`src/rtl/adder_nbit_serial_if.sv`:
```
// Operand/result handshake bundle for the chunk-serial adder.
// The slave modport is the adder's view; the master modport is the operand source and result consumer.
interface adder_nbit_serial_if #(
    parameter int unsigned WIDTH = 32
);
    logic             in_valid;
    logic             in_ready;
    logic [WIDTH-1:0] A;
    logic [WIDTH-1:0] B;
    logic             Cin;
    logic             Sub;
    logic             out_valid;
    logic             out_ready;
    logic [WIDTH-1:0] Sum;
    logic             Cout;
    logic             Ovf;

    modport master (
        output in_valid, A, B, Cin, Sub, out_ready,
        input  in_ready, out_valid, Sum, Cout, Ovf
    );

    modport slave (
        input  in_valid, A, B, Cin, Sub, out_ready,
        output in_ready, out_valid, Sum, Cout, Ovf
    );
endinterface

```
`src/rtl/adder_nbit_serial.sv`:
```
// Chunk-serial WIDTH-bit adder/subtractor: CHUNK bits per clock through an adder_1bit chain,
// with the carry registered between chunks, plus signed-overflow reporting and valid/ready handshakes.

module adder_1bit #(
    parameter int unsigned IMPL_TYPE = 0
) (
    input  logic a,
    input  logic b,
    input  logic cin,
    output logic s,
    output logic cout
);
    generate
        if (IMPL_TYPE == 0) begin : g_gate
            assign s    = a ^ b ^ cin;
            assign cout = (a & b) | (cin & (a ^ b));
        end else begin : g_beh
            assign {cout, s} = 2'(a) + 2'(b) + 2'(cin);
        end
    endgenerate
endmodule

module adder_nbit_serial #(
    parameter int unsigned WIDTH     = 32,
    parameter int unsigned CHUNK     = 4,
    parameter int unsigned IMPL_TYPE = 0
) (
    input logic                 clk,
    input logic                 rst,
    adder_nbit_serial_if.slave  bus
);
    localparam int unsigned NCHUNK = WIDTH / CHUNK;
    localparam int unsigned CNT_W  = (NCHUNK > 1) ? $clog2(NCHUNK) : 1;

    typedef enum logic [1:0] {IDLE, RUN, DONE} state_t;

    state_t             state, state_nx;
    logic [WIDTH-1:0]   op_a, op_b, sum_q;
    logic               carry, cout_q, ovf_q, out_valid_q;
    logic [CNT_W-1:0]   cnt;
    logic               accept, last;
    logic [CHUNK-1:0]   chunk_a, chunk_b, chunk_sum;
    logic [CHUNK:0]     c;

    assign bus.in_ready  = (state == IDLE) | ((state == DONE) & bus.out_ready);
    assign accept        = bus.in_valid & bus.in_ready;
    assign last          = (cnt == CNT_W'(NCHUNK - 1));
    assign bus.out_valid = out_valid_q;
    assign bus.Sum       = sum_q;
    assign bus.Cout      = cout_q;
    assign bus.Ovf       = ovf_q;

    // Ripple chain over the current chunk, seeded by the registered inter-chunk carry
    assign chunk_a = op_a[int'(cnt)*CHUNK +: CHUNK];
    assign chunk_b = op_b[int'(cnt)*CHUNK +: CHUNK];
    assign c[0]    = carry;

    genvar i;
    generate
        for (i = 0; i < CHUNK; i++) begin : g_bit
            adder_1bit #(.IMPL_TYPE(IMPL_TYPE)) u_fa (
                .a    (chunk_a[i]),
                .b    (chunk_b[i]),
                .cin  (c[i]),
                .s    (chunk_sum[i]),
                .cout (c[i+1])
            );
        end
    endgenerate

    always_ff @(posedge clk or posedge rst) begin
        if (rst) begin
            state       <= IDLE;
            out_valid_q <= 1'b0;
        end else begin
            state       <= state_nx;
            out_valid_q <= (state_nx == DONE);
        end
    end

    always_comb begin
        state_nx = state;
        case (state)
            IDLE:    if (accept) state_nx = RUN;
            RUN:     if (last) state_nx = DONE;
            DONE:    if (bus.out_ready) state_nx = bus.in_valid ? RUN : IDLE;
            default: state_nx = IDLE;
        endcase
    end

    // Operand capture on accept; one chunk of sum/carry per RUN cycle
    always_ff @(posedge clk or posedge rst) begin
        if (rst) begin
            op_a   <= '0;
            op_b   <= '0;
            carry  <= 1'b0;
            cnt    <= '0;
            sum_q  <= '0;
            cout_q <= 1'b0;
            ovf_q  <= 1'b0;
        end else if (accept) begin
            op_a  <= bus.A;
            op_b  <= bus.Sub ? ~bus.B : bus.B;
            carry <= bus.Sub ? 1'b1 : bus.Cin;
            cnt   <= '0;
        end else if (state == RUN) begin
            sum_q[int'(cnt)*CHUNK +: CHUNK] <= chunk_sum;
            carry <= c[CHUNK];
            cnt   <= last ? '0 : cnt + CNT_W'(1);
            if (last) begin
                cout_q <= c[CHUNK];
                ovf_q  <= c[CHUNK-1] ^ c[CHUNK];
            end
        end
    end
endmodule

```
`src/flat_wrapper.sv`:
```
// flat-port wrapper written by rule: the top's interface ports become plain ports
module adder_nbit_serial_flat 
#(
    parameter int unsigned WIDTH     = 32,
    parameter int unsigned CHUNK     = 4,
    parameter int unsigned IMPL_TYPE = 0
)
  (clk, rst, bus_in_valid, bus_A, bus_B, bus_Cin, bus_Sub, bus_out_ready, bus_in_ready, bus_out_valid, bus_Sum, bus_Cout, bus_Ovf);
  adder_nbit_serial_if #(.WIDTH(WIDTH)) bus_i ();
  input logic clk;
  input logic rst;
  input wire logic [$bits(bus_i.in_valid)-1:0] bus_in_valid;
  input wire logic [$bits(bus_i.A)-1:0] bus_A;
  input wire logic [$bits(bus_i.B)-1:0] bus_B;
  input wire logic [$bits(bus_i.Cin)-1:0] bus_Cin;
  input wire logic [$bits(bus_i.Sub)-1:0] bus_Sub;
  input wire logic [$bits(bus_i.out_ready)-1:0] bus_out_ready;
  output wire logic [$bits(bus_i.in_ready)-1:0] bus_in_ready;
  output wire logic [$bits(bus_i.out_valid)-1:0] bus_out_valid;
  output wire logic [$bits(bus_i.Sum)-1:0] bus_Sum;
  output wire logic [$bits(bus_i.Cout)-1:0] bus_Cout;
  output wire logic [$bits(bus_i.Ovf)-1:0] bus_Ovf;
  assign bus_i.in_valid = bus_in_valid;
  assign bus_i.A = bus_A;
  assign bus_i.B = bus_B;
  assign bus_i.Cin = bus_Cin;
  assign bus_i.Sub = bus_Sub;
  assign bus_i.out_ready = bus_out_ready;
  assign bus_in_ready = bus_i.in_ready;
  assign bus_out_valid = bus_i.out_valid;
  assign bus_Sum = bus_i.Sum;
  assign bus_Cout = bus_i.Cout;
  assign bus_Ovf = bus_i.Ovf;
  adder_nbit_serial #(.WIDTH(WIDTH), .CHUNK(CHUNK), .IMPL_TYPE(IMPL_TYPE)) u_core (.clk(clk), .rst(rst), .bus(bus_i));
endmodule
```
`config.mk`:
```
export PLATFORM = sky130hd
export DESIGN_NAME = adder_nbit_serial_flat
export DESIGN_NICKNAME = d
export VERILOG_FILES = /design/src/rtl/adder_nbit_serial_if.sv /design/src/rtl/adder_nbit_serial.sv /design/src/flat_wrapper.sv
export SDC_FILE = /design/constraint.sdc
export NUM_CORES = 1
export LEC_CHECK = 0
export CAP_MARGIN = 20
export CORE_MARGIN = 1.5
export CORE_UTILIZATION = 40
export CTS_BUF_LIST = sky130_fd_sc_hd__clkbuf_16
export DETAILED_ROUTE_END_ITERATION = 7
export HOLD_SLACK_MARGIN = 0.12
export PLACE_DENSITY_LB_ADDON = 0.05
export SKIP_LAST_GASP = 1
export SYNTH_ARGS = -nofsm -noshare
export SYNTH_HDL_FRONTEND = slang
export SYNTH_SLANG_ARGS = --single-unit
```
`constraint.sdc`:
```
create_clock -name clk -period 7.29 [get_ports clk]
set_input_delay 0.729 -clock clk [delete_from_list [all_inputs] [get_ports clk]]
set_output_delay 0.729 -clock clk [all_outputs]
set_load 0.02 [all_outputs]
```
==> results of run 1 <==
metal layers:
metal  vias up  share of wire  global-route usage
met5         -              0                   0
met4         0          0.016              0.0659
met3        11          0.033              0.0241
met2        71           0.49               0.282
met1      1556           0.46               0.227
li1       1471              -                   -
worst max-delay path: stages (launching register included):
cell,delay (ns)
dfrtp_2,0.88
mux4_2,0.59
mux2i_1,0.28
fa_1,0.25
fa_1,0.17
inv_1,0.06
fa_1,0.41
fa_1,0.50
nand2b_1,0.20
nor2_1,0.09
mux2_2,0.26
per-stage QoR:
step | cells | hold slack, ns | setup slack, ns | util | area (sq um)
6_report | 639 | 0.502 | 3.49 | 0.526 | 6590
5_1_grt | 639 | 0.522 | 3.22 | 0.526 | 6590
4_1_cts | 639 | 0.508 | 3.42 | 0.526 | 6590
3_5_place_dp | 623 | 0.492 | 3.46 | 0.503 | 6300
3_3_place_gp | 623 | 0.486 | 3.54 | 0.503 | 6300
2_1_floorplan | 363 | 0.475 | 3.80 | - | 5100
synth_stat cells:
| cell type | number |
|---|---|
| nor3b_2 | 1 |
| nand2b_1 | 6 |
| nand2_1 | 19 |
| dfrtp_1 | 105 |
| nand4_1 | 1 |
| buf_6 | 1 |
| mux2i_1 | 11 |
| nor2b_1 | 1 |
| inv_2 | 1 |
| nand3b_1 | 1 |
| or4b_1 | 4 |
| o21ai_0 | 3 |
| buf_2 | 10 |
| mux2_4 | 2 |
| buf_4 | 1 |
| o21bai_1 | 1 |
| mux2_2 | 91 |
| or3b_2 | 1 |
| inv_1 | 10 |
| a21oi_1 | 2 |
| clkbuf_1 | 7 |
| ha_1 | 7 |
| xnor2_1 | 1 |
| nor4b_4 | 1 |
| or3_1 | 1 |
| fa_1 | 4 |
| mux4_2 | 16 |
| xor2_1 | 32 |
| nor3_2 | 2 |
| nor2_1 | 10 |
| nor3_1 | 9 |
| buf_1 | 1 |
flip-flops by register name (all words and copies together) (netlist names):
name                  flops
u_core.bus.out_valid      1
u_core.op_a              32
u_core.bus.Ovf            1
u_core.state              2
u_core.bus.Sum           32
u_core.bus.Cout           1
u_core.op_b              32
u_core.carry              1
u_core.cnt                3
power groups by stage:
stage	logic, mW	registers [mW]	clock network (mW)
floorplan	1.01	1.05	0
global placement	1.49	1.06	0
detailed placement	1.52	1.07	0
CTS	1.52	1.06	0.490
global route	1.65	1.09	0.513
finish	1.50	1.05	0.476
layout make-up:
class | count | area, sq um
Timing Repair Buffer | 108 | 1070
Sequential cell | 105 | 2630
Fill cell | 1173 | 5930
Clock buffer | 9 | 225
Multi-Input combinational cell | 227 | 2340
Tap cell | 172 | 215
Clock inverter | 7 | 62.6
Inverter | 11 | 43.8
worst min path at each step:
stage | startpoint | end | slack, ns | cells after the start
final | u_core.op_a[19] | u_core.op_a[19] | 0.50 | 1
after CTS | u_core.op_b[22] | u_core.op_b[22] | 0.51 | 1
after floorplan | u_core.op_b[24] | u_core.op_b[24] | 0.48 | 1
after global routing | u_core.op_b[1] | u_core.op_b[1] | 0.52 | 1
after detailed placement | u_core.op_a[10] | u_core.op_a[10] | 0.49 | 1
after global placement | u_core.op_a[10] | u_core.op_a[10] | 0.49 | 1
cell families after synthesis:
logic type,after synthesis
fa+ha+maj,11
xor+xnor,33
mux,120
flops,105
simple gates,57
compound gates,6
buf+inv,31
==> run metrics, run 1 <==
total CTS buffers 9; drt pass-1 iters 4; CP Capture Point u_core.bus.Sum[7]; P_int around 1.9 mW; clock transition at the registers of the reported paths around 0.070 ns; hold crit path type register to register; die area 13400 sq um; Slew Viols, Final 0; antenna violations before repair 0; reg2reg start u_core.cnt[0]; Synth Area in Adders 0.0328; total congestion overflow 0; Post-Synth XOR/XNOR Area 0.0566; Total GRT Usage 0.170; vias slightly above 3k; clock skew ~0.0086 ns; vias in the first global route around 3.3k; count of nets after finishing about 540; HPWL Detailed roughly 7500 um; sequential power share 0.346; max cap viols 0; worst-path fanout max 27; RD Place Congestion 0.736; post-CTS sizing 0; syn_area_per_cell roughly 14 sq um; PortBufs 105; Setup-failing EPs final 0; CTS tree built; ANT nets after route 0; status finished clean; post-layout minimum cycle time about 3.8 ns; WS Path Type register to register; number of distinct library cells after synthesis 32; Yosys reg bits 105; Synth-to-Final Area Change 29.0%; R2R setup slack 3.49 ns; Combinational Power Share 0.497; Clock power frac 0.157; most frequent cells in the layout clkdlybuf4s50_1, dfrtp_1, mux2_2, xor2_1, nand2_1; biggest area consumer among synthesized cells dfrtp_1; share of cells above drive strength 1 0.289; Setup TNS 0 ns; mux contribution to synthesized area 0.299; count of hold-fix buffers inserted at cts 0; Slew Limit Headroom 0.415; Cells after Synth between 300 and 400; Crit Reg-Reg Endpoint u_core.bus.Sum[7]; largest family of logic cells by synthesized area multiplexers; Slew @ Worst Pin ~0.9 ns; diode count 0; endpoint class of the critical path register; CTS Sinks around 110; clock latency on the worst-skew pair 0.35 ns; VDD IR max 269 uV; CTS H-tree depth 3; area share of the largest cell type after synthesis 0.515; Lkg Pwr between 2 and 3 nW; Synth Area in Simple Gates 0.0632; CP arrival 4.04 ns; Die Height around 120 um; RSZ-0062 raised after global routing no; startpoint types register; Sw Share 0.377; Reg2Reg Depth 10; Die X between 100 and 150 um; CTS Buffer Depth 2; CTS root buf clkbuf_16; initial drt markers about 130; core area between 10000 and 15000 sq um; vias per std cell between 4 and 5; Setup Fix Bufs, Post-CTS 0; period utilisation layout 0.522; post-synthesis sequential area ratio 0.515; Rows just over 40; syn nets 444; NetSw 1.14 mW; final hold vios 0; Final Power about 3.0 mW; # IOs 106; Area contributors post-synth dfrtp_1, mux2_2, mux4_2; pin count of the biggest net entering global routing 70; yosys warns 0; global-route wire length before repair around 17000 um; # DRC 0; pwr/cell area 460 nW/um^2; Starting Density 0.408; area of the mapped netlist just over 5000 sq um; Worst EP required between 7 and 8 ns; wire per inst about 16 um; WL final 10500 um; crit path from u_core.cnt[0]; Synth Area in Compound Gates 0.00637; Peak Freq approximately 260 MHz
Note: power is estimated with default switching activity, not from simulation.
==> run 2, diff against run 1 <==
==> constraint.sdc (replaced) <==
create_clock -name clk -period 3.4 [get_ports clk]
set_input_delay 0.34 -clock clk [delete_from_list [all_inputs] [get_ports clk]]
set_output_delay 0.34 -clock clk [all_outputs]
set_load 0.02 [all_outputs]
==> run 2 against run 1 <==
Effect of this change:
- non-clock buffer count is 12 higher
- via count is 2.8% higher
- first-iteration DRC count is 3.9% higher
- flip-flop and latch count stayed put
- utilization is 0.78 points higher
- routed wire length is 4.1% higher
- clock-buffer cell count stayed put
- sequential share of layout area is 0.58 points lower
- sequential power is 110% higher
- register-to-register slack worse by 3.3 ns
- critical path type unchanged
- setup slack worse by 3.3 ns
- die area stayed put
==> run metrics, run 2 (synthesized netlist as in run 1, its figures left out) <==
clock skew 0.00850 ns (was 0.00855 ns); final hold vios 0 (unchanged); pwr/cell area 981 nW/um^2 (was 460 nW/um^2); CTS Sinks 105 (unchanged); post-route cell area 6690 sq um (was 6590 sq um); placed inst area 6380 sq um (was 6300 sq um); ANT nets after route 0 (unchanged); count of nets after finishing 555 (was 543); met3 WL 401 um (was 346 um); CP arrival 3.47 ns (was 4.04 ns); Slew Limit Headroom 0.402 (was 0.415); placed cells 630 (was 623); non-filler instance count after layout 650 (was 639); clock transition at the registers of the reported paths 0.07 ns (about the same); clock latency on the worst-skew pair 0.34 ns (was 0.35 ns); Setup-failing EPs final 0 (unchanged); worst-path fanout max 4 (was 27); worst slack, placed 0.0198 ns (was 3.46 ns); vias per std cell 4.92 (was 4.87); share of cells above drive strength 1 0.299 (was 0.289); WL final 10900 um (was 10500 um); wire per inst 16.8 um (was 16.4 um); startpoint types register (unchanged); diode count 0 (unchanged); die area 13400 sq um (unchanged); CTS tree built (unchanged); most frequent cells in the layout clkdlybuf4s50_1, dfrtp_1, mux2_2, xor2_1, nand2_1 (unchanged); Synth-to-Final Area Change 31.0% (was 29.0%); Sw Share 0.376 (was 0.377); Die X 116 um (unchanged); Total GRT Usage 0.176 (was 0.170); wire length on met2 5500 um (was 5140 um); Setup TNS 0 ns (unchanged); worst hold slack 0.449 ns (was 0.502 ns); CTS root buf clkbuf_16 (unchanged); hold crit path type input pin to asynchronous set/reset pin (was register to register); # DRC 0 (unchanged); global-route wire length before repair 17700 um (was 17300 um); vias 3195 (was 3109); PortBufs 105 (unchanged); Peak Freq 309 MHz (was 263 MHz); Final Power 6.56 mW (was 3.03 mW); P_int 4.09 mW (was 1.89 mW); Slew Viols, Final 0 (unchanged); # IOs 106 (unchanged); VDD IR max 437 uV (was 269 uV); max cap viols 0 (unchanged); Lkg Pwr 2.90 nW (was 2.83 nW); HPWL Detailed 7810 um (was 7450 um); period utilisation layout 0.952 (was 0.522); min setup slack post-route 0.163 ns (was 3.49 ns); pin count of the biggest net entering global routing 70 (unchanged); CTS Buffer Depth 2 (unchanged); Starting Density 0.408 (unchanged); endpoint class of the critical path register (unchanged); Top Layer Used met4 (unchanged); Combinational Power Share 0.532 (was 0.497); vias in the first global route 3340 (was 3346); RSZ-0062 raised after global routing no (unchanged); status finished clean (unchanged); post-layout minimum cycle time 3.24 ns (was 3.80 ns); drt pass-1 iters 4 (unchanged); antenna violations before repair 0 (unchanged); WS Path Type register to register (unchanged); Rows 41 (unchanged); sequential power share 0.331 (was 0.346); initial drt markers 134 (was 129); NetSw 2.47 mW (was 1.14 mW); RD Place Congestion 0.721 (was 0.736); CTS H-tree depth 3 (unchanged); wl on met1 4870 um (was 4800 um); Die Height 116 um (unchanged); Worst EP required 3.63 ns (was 7.52 ns); Slew @ Worst Pin 0.897 ns (was 0.878 ns); total congestion overflow 0 (unchanged); core area 12500 sq um (unchanged); total CTS buffers 9 (unchanged); Clock power frac 0.137 (was 0.157); count of hold-fix buffers inserted at cts 0 (unchanged); final core utilization 0.534 (was 0.526)
[run 2: changes by cell type in the layout (fill, tap and decap cells not counted)]
| cell | before | now |
|---|---|---|
| inv_1 | 10 | 13 |
| mux2i_4 | 0 | 1 |
| buf_4 | 3 | 11 |
| clkbuf_2 | 0 | 1 |
| clkinvlp_4 | 2 | 0 |
| mux2i_1 | 11 | 10 |
| buf_12 | 0 | 3 |
| bufinv_16 | 1 | 0 |
| clkinv_2 | 2 | 0 |
| clkinv_1 | 1 | 2 |
[run 2: worst max-delay path, stage by stage (launching register included)]
cell and delay (ns):
dfrtp_2 0.39, clkbuf_2 0.17, buf_4 0.13, mux4_2 0.49, mux2i_1 0.22, fa_1 0.22, inv_1 0.06, fa_1 0.42
fa_1 0.50, nand2b_1 0.18, nor2_1 0.08, mux2_2 0.26
[run 2: power groups by stage]
stage / Clock [mW] / Sequential (mW) / Combinational (mW)
finish: 0.900 / 2.17 / 3.49
global route: 0.991 / 2.24 / 3.82
CTS: 0.928 / 2.19 / 3.46
detailed placement: 0 / 2.22 / 3.43
global placement: 0 / 2.23 / 3.36
floorplan: 0 / 2.25 / 2.16
[run 2: metal layers]
| metal | track usage | up-vias |
|---|---|---|
| met5 | 0 | - |
| met4 | 0.0423 | 0 |
| met3 | 0.0460 | 8 |
| met2 | 0.301 | 69 |
| met1 | 0.224 | 1630 |
| li1 | - | 1488 |
[run 2: layout make-up]
class | instances | area (sq um)
Clock buffer | 9 | 225
Clock inverter | 6 | 22.5
Fill cell | 1141 | 5830
Inverter | 11 | 43.8
Multi-Input combinational cell | 227 | 2360
Sequential cell | 105 | 2630
Tap cell | 172 | 215
Timing Repair Buffer | 120 | 1190
[run 2: repair_timing]
item	4_1_cts	5_1_grt
pin swaps	0	0
endpoints found under the hold margin	0	0
gates resized for setup	0	2
setup buffers	2	3
endpoints found under the setup margin	2	6
[run 2: worst paths after layout]
path / from / end / slack (ns) / cells past startpoint
max: u_core.cnt[0] / u_core.bus.Sum[23] / 0.16 / 11
max reg2reg: u_core.cnt[0] / u_core.bus.Sum[23] / 0.16 / 11
min: rst / u_core.bus.Sum[18] / 0.45 / 2
min in group clk: u_core.op_a[27] / u_core.op_a[27] / 0.50 / 1
max in group asynchronous: rst / u_core.op_a[28] / 2.23 / 3
min reg2reg: u_core.op_a[27] / u_core.op_a[27] / 0.50 / 1
